==> config.mk <==
export PLATFORM = sky130hd
export DESIGN_NAME = cpu_thread_sched
export DESIGN_NICKNAME = d
export VERILOG_FILES = /design/src/rtl/cpu_thread_sched.sv
export SDC_FILE = /design/constraint.sdc
export NUM_CORES = 1
export LEC_CHECK = 0
export CORE_MARGIN = 2
export CORE_UTILIZATION = 52
export CTS_CLUSTER_DIAMETER = 60
export DETAILED_ROUTE_END_ITERATION = 16
export PLACE_DENSITY_LB_ADDON = 0.2
export SETUP_SLACK_MARGIN = 0.15
export SLEW_MARGIN = 15
export SYNTH_ARGS = -nofsm -noshare
export SYNTH_HDL_FRONTEND = slang
export SYNTH_SLANG_ARGS = --single-unit
==> constraint.sdc <==
create_clock -name clk -period 2.59 [get_ports clk]
set_input_delay 0.518 -clock clk [delete_from_list [all_inputs] [get_ports clk]]
set_output_delay 0.518 -clock clk [all_outputs]
set_load 0.05 [all_outputs]
==> src/rtl/cpu_thread_sched.sv <==
// Round-robin hardware-thread scheduler: time-slices one pipeline between NTHREADS
// contexts by draining, saving the outgoing PC/SP and presenting the incoming one.
module cpu_thread_sched #(
    parameter int unsigned NTHREADS  = 4,
    parameter int unsigned TID_W     = 2,
    parameter int unsigned PC_W      = 11,
    parameter int unsigned SP_W      = 11,
    parameter int unsigned Q_W       = 16,
    parameter int unsigned PC_STRIDE = 256,
    parameter int unsigned SP_STRIDE = 512
) (
    input  logic                clk,
    input  logic                rst,
    input  logic [Q_W-1:0]      cfg_quantum,
    input  logic [NTHREADS-1:0] cfg_thread_en,
    input  logic                yield_req,
    input  logic                pipe_empty,
    input  logic [PC_W-1:0]     cur_pc,
    input  logic [SP_W-1:0]     cur_sp,
    output logic                halt_fetch,
    output logic                restore_valid,
    output logic [PC_W-1:0]     restore_pc,
    output logic [SP_W-1:0]     restore_sp,
    output logic [TID_W-1:0]    cur_thread
);

    typedef enum logic [1:0] {ST_RUN, ST_DRAIN, ST_SAVE, ST_LOAD} state_t;

    state_t            state_q, state_d;
    logic [TID_W-1:0]  cur_thread_q, cur_thread_d;
    logic [TID_W-1:0]  nxt_q, nxt_d;
    logic [Q_W-1:0]    counter_q, counter_d;
    logic              halt_fetch_q, halt_fetch_d;
    logic              restore_valid_q, restore_valid_d;
    logic [PC_W-1:0]   restore_pc_q, restore_pc_d;
    logic [SP_W-1:0]   restore_sp_q, restore_sp_d;
    logic [PC_W-1:0]   tbl_pc_q [NTHREADS];
    logic [PC_W-1:0]   tbl_pc_d [NTHREADS];
    logic [SP_W-1:0]   tbl_sp_q [NTHREADS];
    logic [SP_W-1:0]   tbl_sp_d [NTHREADS];

    logic              next_found;
    logic [TID_W-1:0]  next_tid;
    logic              quantum_on;
    logic              trigger;

    // Nearest enabled thread after cur_thread; descending scan leaves the closest one.
    always_comb begin
        next_found = 1'b0;
        next_tid   = cur_thread_q;
        for (int unsigned k = NTHREADS - 1; k >= 1; k--) begin
            if (cfg_thread_en[TID_W'(32'(cur_thread_q) + k)]) begin
                next_found = 1'b1;
                next_tid   = TID_W'(32'(cur_thread_q) + k);
            end
        end
    end

    assign quantum_on = (cfg_quantum != '0);
    assign trigger    = yield_req | (quantum_on & (counter_q == '0)) | ~cfg_thread_en[cur_thread_q];

    // Next-state and registered-output logic.
    always_comb begin
        state_d      = state_q;
        cur_thread_d = cur_thread_q;
        nxt_d        = nxt_q;
        counter_d    = counter_q;
        restore_pc_d = restore_pc_q;
        restore_sp_d = restore_sp_q;
        tbl_pc_d     = tbl_pc_q;
        tbl_sp_d     = tbl_sp_q;

        case (state_q)
            ST_RUN: begin
                if (quantum_on && counter_q != '0) begin
                    counter_d = counter_q - Q_W'(1);
                end
                if (trigger) begin
                    if (next_found) begin
                        state_d = ST_DRAIN;
                    end else begin
                        counter_d = cfg_quantum;
                    end
                end
            end
            ST_DRAIN: begin
                if (pipe_empty) begin
                    state_d = ST_SAVE;
                end
            end
            ST_SAVE: begin
                tbl_pc_d[cur_thread_q] = cur_pc;
                tbl_sp_d[cur_thread_q] = cur_sp;
                nxt_d = next_found ? next_tid : cur_thread_q;
                // Restoring to ourselves must see the value being saved this cycle.
                if (nxt_d == cur_thread_q) begin
                    restore_pc_d = cur_pc;
                    restore_sp_d = cur_sp;
                end else begin
                    restore_pc_d = tbl_pc_q[nxt_d];
                    restore_sp_d = tbl_sp_q[nxt_d];
                end
                state_d = ST_LOAD;
            end
            ST_LOAD: begin
                cur_thread_d = nxt_q;
                counter_d    = cfg_quantum;
                state_d      = ST_RUN;
            end
            default: state_d = ST_RUN;
        endcase

        halt_fetch_d    = (state_d != ST_RUN);
        restore_valid_d = (state_d == ST_LOAD);
    end

    always_ff @(posedge clk) begin
        if (rst) begin
            state_q         <= ST_RUN;
            cur_thread_q    <= '0;
            nxt_q           <= '0;
            counter_q       <= cfg_quantum;
            halt_fetch_q    <= 1'b0;
            restore_valid_q <= 1'b0;
            restore_pc_q    <= '0;
            restore_sp_q    <= '0;
            for (int unsigned i = 0; i < NTHREADS; i++) begin
                tbl_pc_q[i] <= PC_W'(i * PC_STRIDE);
                tbl_sp_q[i] <= SP_W'(i * SP_STRIDE);
            end
        end else begin
            state_q         <= state_d;
            cur_thread_q    <= cur_thread_d;
            nxt_q           <= nxt_d;
            counter_q       <= counter_d;
            halt_fetch_q    <= halt_fetch_d;
            restore_valid_q <= restore_valid_d;
            restore_pc_q    <= restore_pc_d;
            restore_sp_q    <= restore_sp_d;
            tbl_pc_q        <= tbl_pc_d;
            tbl_sp_q        <= tbl_sp_d;
        end
    end

    assign halt_fetch    = halt_fetch_q;
    assign restore_valid = restore_valid_q;
    assign restore_pc    = restore_pc_q;
    assign restore_sp    = restore_sp_q;
    assign cur_thread    = cur_thread_q;

endmodule

# Yosys cells after proc, flatten, opt, wreduce, memory -nomap -nowiden
# Index checks and enable logic that the tools add are counted.
[word_totals] output_inout_bits=26 elab_cells=82 inputBits=46 regBits=134
[op_classes] eq_ne=5 mux=36 n_lt_le_gt_ge=7 reduce_logical=8 bitwise_logic=6 addsub=4
[op_table] operator="$bwmux W44" count=2
[op_table] operator="$mux W11" count=7
[op_table] operator="$mux W16" count=4
[op_table] operator="$bmux W11 S2" count=2
[op_table] operator="$pmux W16 S2" count=1
[op_table] operator="$reduce_bool A16 Y1" count=2
[op_table] operator="$demux W11 S2" count=1
[op_table] operator="$logic_not A16 Y1" count=1
[op_table] operator="$sub A16 B1 Y16 const B" count=1
[op_table] operator="$mux W2" count=7
[op_table] operator="$lt A2 B3 Y1 const B" count=4
[op_table] operator="$bmux W1 S2" count=4
[op_table] operator="$pmux W2 S4" count=1
[op_table] operator="$mux W1" count=7
[op_table] operator="$eq A2 B2 Y1 const B" count=3
[op_table] operator="$ge A3 B3 Y1 const B" count=2
[op_table] operator="$not A2 Y3" count=2
[op_table] operator="$add A2 B2 Y2 const B" count=2
[op_table] operator="$lt A3 B1 Y1 const B" count=1
[op_table] operator="$reduce_bool A3 Y1" count=1
[op_table] operator="$add A2 B1 Y2 const B" count=1
[op_table] operator="$eq A2 B1 Y1 const B" count=1
[op_table] operator="$eq A2 B2 Y1" count=1
[op_table] operator="$logic_and A1 B1 Y1" count=2
[op_table] operator="other kinds (5)" count=6

# Depth between registers and ports, before layout
# Gate-level depths: netlist of run 1.
[depth] depth_word=12 depth_mapped=9 ltp_nobuf=7

# Worst setup path after synthesis of run 1
# No wires, ideal clock.
[synth_path] path_type="register to register" start="register cur_thread_q[1] (netlist: cur_thread[1])" end="register restore_pc_q[0] (netlist: restore_pc[0])" required_time_ps=2455 synth_period_minus_slack_ps=2641 setup_ps=135 path_stages_with_launch=10 path_slack_ps=-51 arrival_ps=2506 path_buffers=2 path_cell_list="dfxtp_1 > buf_4 > inv_1 > ha_1 > nand2b_1 > o221ai_1 > a211o_1 > clkbuf_1 > a2111oi_0 > nor4_1"
[synth_between] elab_chain_len=12 word_cells_on_any_way=22 cone_classes="add/sub (3); eq/ne (1); mux (17); bitwise (1)"
[synth_lines] element="from (decl)" line_no="30" source="logic [TID_W-1:0] cur_thread_q, cur_thread_d;"
[synth_lines] element="from (signal assigned)" line_no="133" source="cur_thread_q <= cur_thread_d;"
[synth_lines] element="$add A2 B2 Y2" line_no="52, 54"
[synth_lines] element="$bmux W1 S2" line_no="52" source="if (cfg_thread_en[TID_W'(32'(cur_thread_q) + k)]) begin"
[synth_lines] element="$mux W1 (implied by the code)" line_no="52"
[synth_lines] element="$mux W2 / $mux W1 (equally long branches) (3 in a row)" line_no="52"
[synth_lines] element="$mux W2" line_no="94" source="nxt_d = next_found ? next_tid : cur_thread_q;"
[synth_lines] element="$not A2 Y3 (implied by the code)" line_no="100" source="restore_pc_d = tbl_pc_q[nxt_d];"
[synth_lines] element="$bmux W11 S2" line_no="100"
[synth_lines] element="$mux W11 (implied by the code) (2 in a row)" line_no="100"
[synth_lines] element="$mux W11 *" line_no="96" source="if (nxt_d == cur_thread_q) begin"
[synth_lines] element="to (signal assigned)" line_no="138" source="restore_pc_q <= restore_pc_d;"
[synth_lines] element="to (decl)" line_no="35" source="logic [PC_W-1:0] restore_pc_q, restore_pc_d;"
# Mark *: on every way between the ends. The rest lies on a longest branch, timed or not. The select of a mux whose other input is x is not followed.
# A chain may end at the register's enable or synchronous reset.

# Worst setup path in the final report of run 1
[layout_path] start="register cur_thread_q[0] (netlist: cur_thread[0])" end="register restore_sp_q[0] (netlist: restore_sp[0])"
[layout_between] elab_chain_len=12 word_cells_on_any_way=22 cone_classes="add/sub (3); eq/ne (1); mux (17); bitwise (1)"
[layout_lines] element="$add A2 B2 Y2" line_no="52, 54"
[layout_lines] element="$bmux W1 S2" line_no="52"
[layout_lines] element="$mux W1 (implied by the code)" line_no="52"
[layout_lines] element="$mux W2 / $mux W1 (equally long branches) (3 in a row)" line_no="52"
[layout_lines] element="$mux W2" line_no="94"
[layout_lines] element="$not A2 Y3 (implied by the code)" line_no="101" source="restore_sp_d = tbl_sp_q[nxt_d];"
[layout_lines] element="$bmux W11 S2" line_no="101"
[layout_lines] element="$mux W11 (implied by the code) (2 in a row)" line_no="101"
[layout_lines] element="$mux W11 *" line_no="96"
[layout_lines] element="to (signal assigned)" line_no="139" source="restore_sp_q <= restore_sp_d;"
[layout_lines] element="to (decl)" line_no="36" source="logic [SP_W-1:0] restore_sp_q, restore_sp_d;"
# Marks and branches as above.

==> flow_summary.toml, run 1 <==
[outcome]
status = "finished clean"

[yosys]
ys_seq_area_frac = 0.437
synth_xor_xnor_area_share = 0.0148
muxShareOfSynthArea = 0.0381
ys_async_sr_fraction = 0
ys.flop_type = "dfxtp_1"
synthCells = 772
netlist_top_cells_area = "dfxtp_1 36%, nand2_1 11%, edfxtp_1 7.4%"
synth_top_area_share = 0.363
syn_nets = 823
synth.distinct_cells = 59
synth_area_leader_cell = "dfxtp_1"
synth_edf_count = 16
synth_compound_area_frac = 0.187
yosys_register_bits = 134
synthAdderAreaFrac = 0.00961
yosysMostFrequentCell = "nand2_1"
synth_area_um2 = 6510
yosys.area_share.simple = 0.264
synthTopCellsByCount = "188 x nand2_1, 118 x dfxtp_1, 86 x a21oi_1"
synth_area_per_cell_um2 = 8.43
yosys_warnings = 0
synth_top_family_by_area = "simple AND/OR/NAND/NOR gates"

[sta]
relSlewSlack = 0.567
period_needed_ps = 2360
finalSetupTns_ps = 0
finalSetupViolCount = 0
tightest_slew_ps = 649
slew_violations = 0
rsz0062_at_grt = "true"
skew_ps = 9.98
hold_viol_final = 0
clock.fmax_mhz = 424
fin_crit_sh = 0.911

[die]
io_pins = 72
die_w_um = 116
initial_core_util = 0.537
die_area_um2 = 13400
die_h_um = 116
core-area_um2 = 12100
fp-row-count = 40

[grt]
antenna_found_initial = 0
grt_pass1_vias = 6182
grtUsageTotal = 0.289
grt_pass1_wl_mm = 30.5
grt_max_degree = 120
overflow = 0

[final_layout]
multi_input_area_um2 = 3360
antenna_cells = 0
final_nets = 895
final_cells = 1025
synthToLayoutAreaGrowth_pct = 26.0
drive_gt1_frac = 0.119
final_area_um2 = 8200
fillerInstances = 996
seqCellArea_um2 = 2850

[pwr]
p_sw_mw = 1.54
power_frac_clock = 0.426
p_int_mw = 4.08
p_leak_nw = 2.97
p_sw_frac = 0.274
combPwrFrac = 0.154
total_power_mw = 5.63
p_seq_frac = 0.421
power.density_nw_per_um2 = 686
peakVddDrop_v = 0.000582

[placed_design]
gp_congestion = 0.837
placedInstanceArea_um2 = 7610
placedCellCount = 993
hpwl_mm = 11.1
port-buffer-count = 71

[critical_path]
startpoint = "cur_thread[0]"
rrSetupSlack_ps = 230
end_kind = "flop"
cp.arrival_ps = 2650
cp-start-kind = "flop"
cp.required_ps = 2880
ff2ff_path_depth = 9
crit_type = "flop to flop"
r2r-end = "restore_sp[0]"
endpoint = "restore_sp[0]"
r2r_start = "cur_thread[0]"
cp_max_fo = 23

[run]
maxCapViolations = 0

[cts]
clkSinkCount = 134
cts_buffers = 17
cts_hold_buf = 0
htree_levels = 4
clockBufferDepth = 2
cts_root_buf = "clkbuf_16"
worstSkewPairLatency_ps = 430
clk_pin_slew_ps = 60
cts_tree = "built"

[routing]
ant_nets = 0
wl_mm = 18.9
route.detailed.wl_per_inst_um = 18.4
vias_per_cell = 6.12
drtPass1Iterations = 6
vias = 6271
drc_errors = 0
drt_iter0_drc = 625

[worst_hold_path]
hold_path.class = "flop to flop"
## critical path, stage by stage (launching register included)
cell       delay [ps]
dfxtp_2           320
inv_1              70
ha_1              370
or2_0             220
o221ai_1          240
buf_4             170
a211oi_2           80
buf_12            170
a2111oi_0         460
nor4_1            120
## layer usage
| layer | GRT usage | vias up | wire (um) |
|---|---|---|---|
| met5 | 0 | - | 0 |
| met4 | 0.107 | 0 | 429 |
| met3 | 0.0675 | 46 | 1580 |
| met2 | 0.481 | 308 | 9250 |
| met1 | 0.367 | 2981 | 7640 |
| li1 | - | 2936 | - |
## sequential cells by signal, indices dropped and copies added (netlist names)
name           cells
tbl_pc_q          44
tbl_sp_q          44
counter_q         16
restore_pc        11
restore_sp        11
cur_thread         2
nxt_q              2
state_q            2
halt_fetch         1
restore_valid      1
## power groups by stage
stage	Sequential (mW)	Clock, mW	Combinational, mW
floorplan	2.47	0	0.419
global placement	2.39	0	0.827
detailed placement	2.40	0	0.847
CTS	2.36	2.41	0.852
global route	2.38	2.51	0.921
finish	2.37	2.39	0.865
## how the worst min path moves through the flow
stage,from,end,depth (start not counted)
floorplan,tbl_pc_q[8],tbl_pc_q[8],2
global placement,tbl_pc_q[21],tbl_pc_q[21],2
detailed placement,tbl_sp_q[5],tbl_sp_q[5],2
CTS,tbl_pc_q[6],tbl_pc_q[6],2
global route,rst,halt_fetch,3
finish,tbl_sp_q[15],tbl_sp_q[15],2
## through the flow
stage / hold WS (ps) / utilization / setup WS [ps]
3_3_place_gp: 437 / 0.628 / -116
4_1_cts: 450 / 0.676 / 184
6_report: 450 / 0.677 / 229
2_1_floorplan: 429 / - / 172
3_5_place_dp: 442 / 0.628 / -234
5_1_grt: 460 / 0.677 / 60.3
## logic make-up (layout without fill, tap and decap cells)
family / Yosys count / after routing
AOI/OAI and AO/OA: 179 / 179
xor gates and xnor gates: 11 / 11
adders and majority gates: 5 / 5
buffers and inverters: 73 / 158
DFF: 134 / 134
muxes: 18 / 18
and+or+nand+nor: 352 / 352
## timing repair
item                                    4_1_cts  5_1_grt
endpoints found under the setup margin        0       18
gates resized for setup                       0        6
setup buffers                                 0        0
## layout by cell type (no fill, tap or decap), types with 3 or more instances in the layout
cell,netlist,layout
a21oi_1,86,86
mux2_1,6,6
nand4_1,7,7
nor2b_1,4,3
clkdlybuf4s50_1,0,70
nand2_1,188,188
a31oi_1,4,4
nand2b_1,3,3
and2_0,4,4
clkinv_2,0,3
mux2_4,7,7
o21bai_1,22,22
or4_1,3,3
clkbuf_16,0,17
mux2i_1,3,3
a2111oi_0,44,39
dfxtp_1,118,116
and3_1,45,45
nor2_1,9,9
ha_1,5,5
buf_4,1,40
inv_1,7,7
buf_12,0,9
nor4_1,27,27
nand3_1,8,8
edfxtp_1,16,16
o21a_1,3,3
nor3_1,28,28
nand3b_1,11,11
xnor2_1,11,11
a2111oi_1,0,5
o31ai_1,3,3
## cell type report
class                           count  share of cell area
Sequential cell                   134               0.347
Inverter                            7             0.00320
Timing Repair Buffer              119               0.144
Clock inverter                     11              0.0148
Clock buffer                       21              0.0561
Multi-Input combinational cell    565               0.409
Tap cell                          168              0.0256
Power figures use the tool's default switching activity.
==> inputs of run 2 (changes only) <==
--- a/config.mk
+++ b/config.mk
@@ -8,7 +8,9 @@
 export CORE_MARGIN = 2
 export CORE_UTILIZATION = 52
 export CTS_CLUSTER_DIAMETER = 60
+export CTS_CLUSTER_SIZE = 12
 export DETAILED_ROUTE_END_ITERATION = 16
+export DONT_BUFFER_PORTS = 1
 export PLACE_DENSITY_LB_ADDON = 0.2
 export SETUP_SLACK_MARGIN = 0.15
 export SLEW_MARGIN = 15
==> run 2 against run 1 <==
  * Register-to-register slack hardly changed
  * Total power is 8.8% lower
  * Critical path type unchanged
  * Cell count is 8.3% lower
  * Flip-flop and latch count stayed put
  * Largest power group is now sequential cells
  * Design area is 11% lower
  * Non-clock buffer count is 82 lower
  * Critical endpoint is now restore_sp[4]
  * Highest routed layer unchanged
  * Core utilization is 7.8 points lower
==> flow_summary.toml, run 2 (same netlist as run 1, synthesis figures left out) <==
[critical_path]
cp.arrival_ps = 2670
startpoint = "cur_thread[0]"
r2r-end = "restore_sp[4]"
cp-start-kind = "flop"
rrSetupSlack_ps = 230
endpoint = "restore_sp[4]"
ff2ff_path_depth = 8
r2r_start = "cur_thread[0]"
cp.required_ps = 2900
end_kind = "flop"
crit_type = "flop to flop"
cp_max_fo = 9

[pwr]
p_sw_frac = 0.274
power_frac_clock = 0.415
p_leak_nw = 2.57
peakVddDrop_v = 0.000479
p_int_mw = 3.73
p_seq_frac = 0.481
combPwrFrac = 0.104
p_sw_mw = 1.40
total_power_mw = 5.13
power.density_nw_per_um2 = 707

[placed_design]
port-buffer-count = 0
hpwl_mm = 10.9
gp_congestion = 0.888
placedInstanceArea_um2 = 6690

[die]
io_pins = 72
die_h_um = 116
die_area_um2 = 13400
core-area_um2 = 12100
fp-row-count = 40
initial_core_util = 0.537
die_w_um = 116

[cts]
clockBufferDepth = 2
htree_levels = 4
clkSinkCount = 134
cts_buffers = 17
clk_pin_slew_ps = 60
cts_root_buf = "clkbuf_16"
cts_hold_buf = 0
cts_tree = "built"
worstSkewPairLatency_ps = 420

[grt]
grt_max_degree = 121
antenna_found_initial = 0
grt_pass1_wl_mm = 28.9
overflow = 0
grt_pass1_vias = 5781
grtUsageTotal = 0.278

[routing]
drt_iter0_drc = 527
vias_per_cell = 6.20
ant_nets = 0
route.detailed.wl_per_inst_um = 19.3
drc_errors = 0
wl_mm = 18.1
vias = 5825
drtPass1Iterations = 5

[sta]
skew_ps = 5.84
tightest_slew_ps = 653
fin_crit_sh = 0.911
hold_viol_final = 0
rsz0062_at_grt = "true"
relSlewSlack = 0.564
finalSetupViolCount = 0
slew_violations = 0
finalSetupTns_ps = 0
clock.fmax_mhz = 424
period_needed_ps = 2360

[final_layout]
fillerInstances = 1104
layout_common_cells = "188 x nand2_1, 116 x dfxtp_1, 86 x a21oi_1"
reg_top3 = "tbl_pc_q: 44 flops, tbl_sp_q: 44 flops, counter_q: 16 flops"
synthToLayoutAreaGrowth_pct = 11.6
layout_commonest_cell = "nand2_1"
final_area_um2 = 7260
drive_gt1_frac = 0.118
final_nets = 813
antenna_cells = 0

[run]
maxCapViolations = 0

[worst_hold_path]
hold_path.class = "primary input to flop"

[outcome]
status = "finished clean"
-- run 2: cell types whose count changed in the layout (fill, tap and decap cells not counted), sizes merged --
cell	previous run	this run
inv	11	9
bufinv	2	0
clkinv	4	5
buf	49	37
clkdlybuf4s50	70	0
-- run 2: per-stage QoR --
stage               worst slack [ps]  hold slack (ps)  utilization  instances
floorplan                        172              429            -        772
global placement                93.8              431        0.552        907
detailed placement              56.5              437        0.552        907
CTS                              159              162        0.595        936
global route                    79.1              151        0.600        940
finish                           229              169        0.600        940
-- run 2: worst min path at each step --
stage | startpoint | end | slack (ps) | depth (start not counted)
3_3_place_gp | tbl_sp_q[3] | tbl_sp_q[3] | 430 | 2
4_1_cts | rst | state_q[1] | 160 | 1
6_report | rst | state_q[1] | 170 | 1
3_5_place_dp | tbl_pc_q[19] | tbl_pc_q[19] | 440 | 2
2_1_floorplan | tbl_pc_q[8] | tbl_pc_q[8] | 430 | 2
5_1_grt | rst | state_q[1] | 150 | 1
-- run 2: critical path, stage by stage (launching register included) --
cell and delay, ps:
dfxtp_2 320, inv_1 60, ha_1 350, or2_0 160, o221ai_2 140, a211oi_4 530, buf_4 280, a2111oi_0 90
nor4_1 330
-- run 2: final cells by class --
cell class,count,area [um^2],share of cell area
clock buffer,21,460,0.0634
clock inverter,8,52.6,0.00724
inverter,7,26.3,0.00362
multi-input combinational,565,3380,0.465
sequential,134,2850,0.392
tap,168,210,0.0289
timing repair buffer,37,290,0.0400
-- run 2: power groups by stage --
stage | clock network [mW] | logic (mW) | registers (mW)
after floorplan | 0 | 0.419 | 2.47
after detailed placement | 0 | 0.510 | 2.50
after global placement | 0 | 0.496 | 2.50
after CTS | 2.16 | 0.517 | 2.46
final | 2.13 | 0.532 | 2.47
after global routing | 2.24 | 0.580 | 2.48
-- run 2: per-layer routing --
layer,global-route usage,up-vias,share of wire
li1,-,2761,-
met1,0.347,2784,0.41
met2,0.453,243,0.48
met3,0.0816,37,0.088
met4,0.111,0,0.021
met5,0,-,0
-- run 2: repair_timing --
item / CTS / global route
pin swaps: 1 / 1
endpoints found under the setup margin: 28 / 19
gates resized for setup: 5 / 9
hold endpoints to repair: 0 / 0
buffers inserted: 0 / 4
==> inputs of run 3 (changes only) <==
--- a/config.mk
+++ b/config.mk
@@ -5,6 +5,7 @@
 export SDC_FILE = /design/constraint.sdc
 export NUM_CORES = 1
 export LEC_CHECK = 0
+export CAP_MARGIN = 20
 export CORE_MARGIN = 2
 export CORE_UTILIZATION = 52
 export CTS_CLUSTER_DIAMETER = 60
==> results of run 3 <==
Final layout, timing and power as in run 2 (identical DEF).
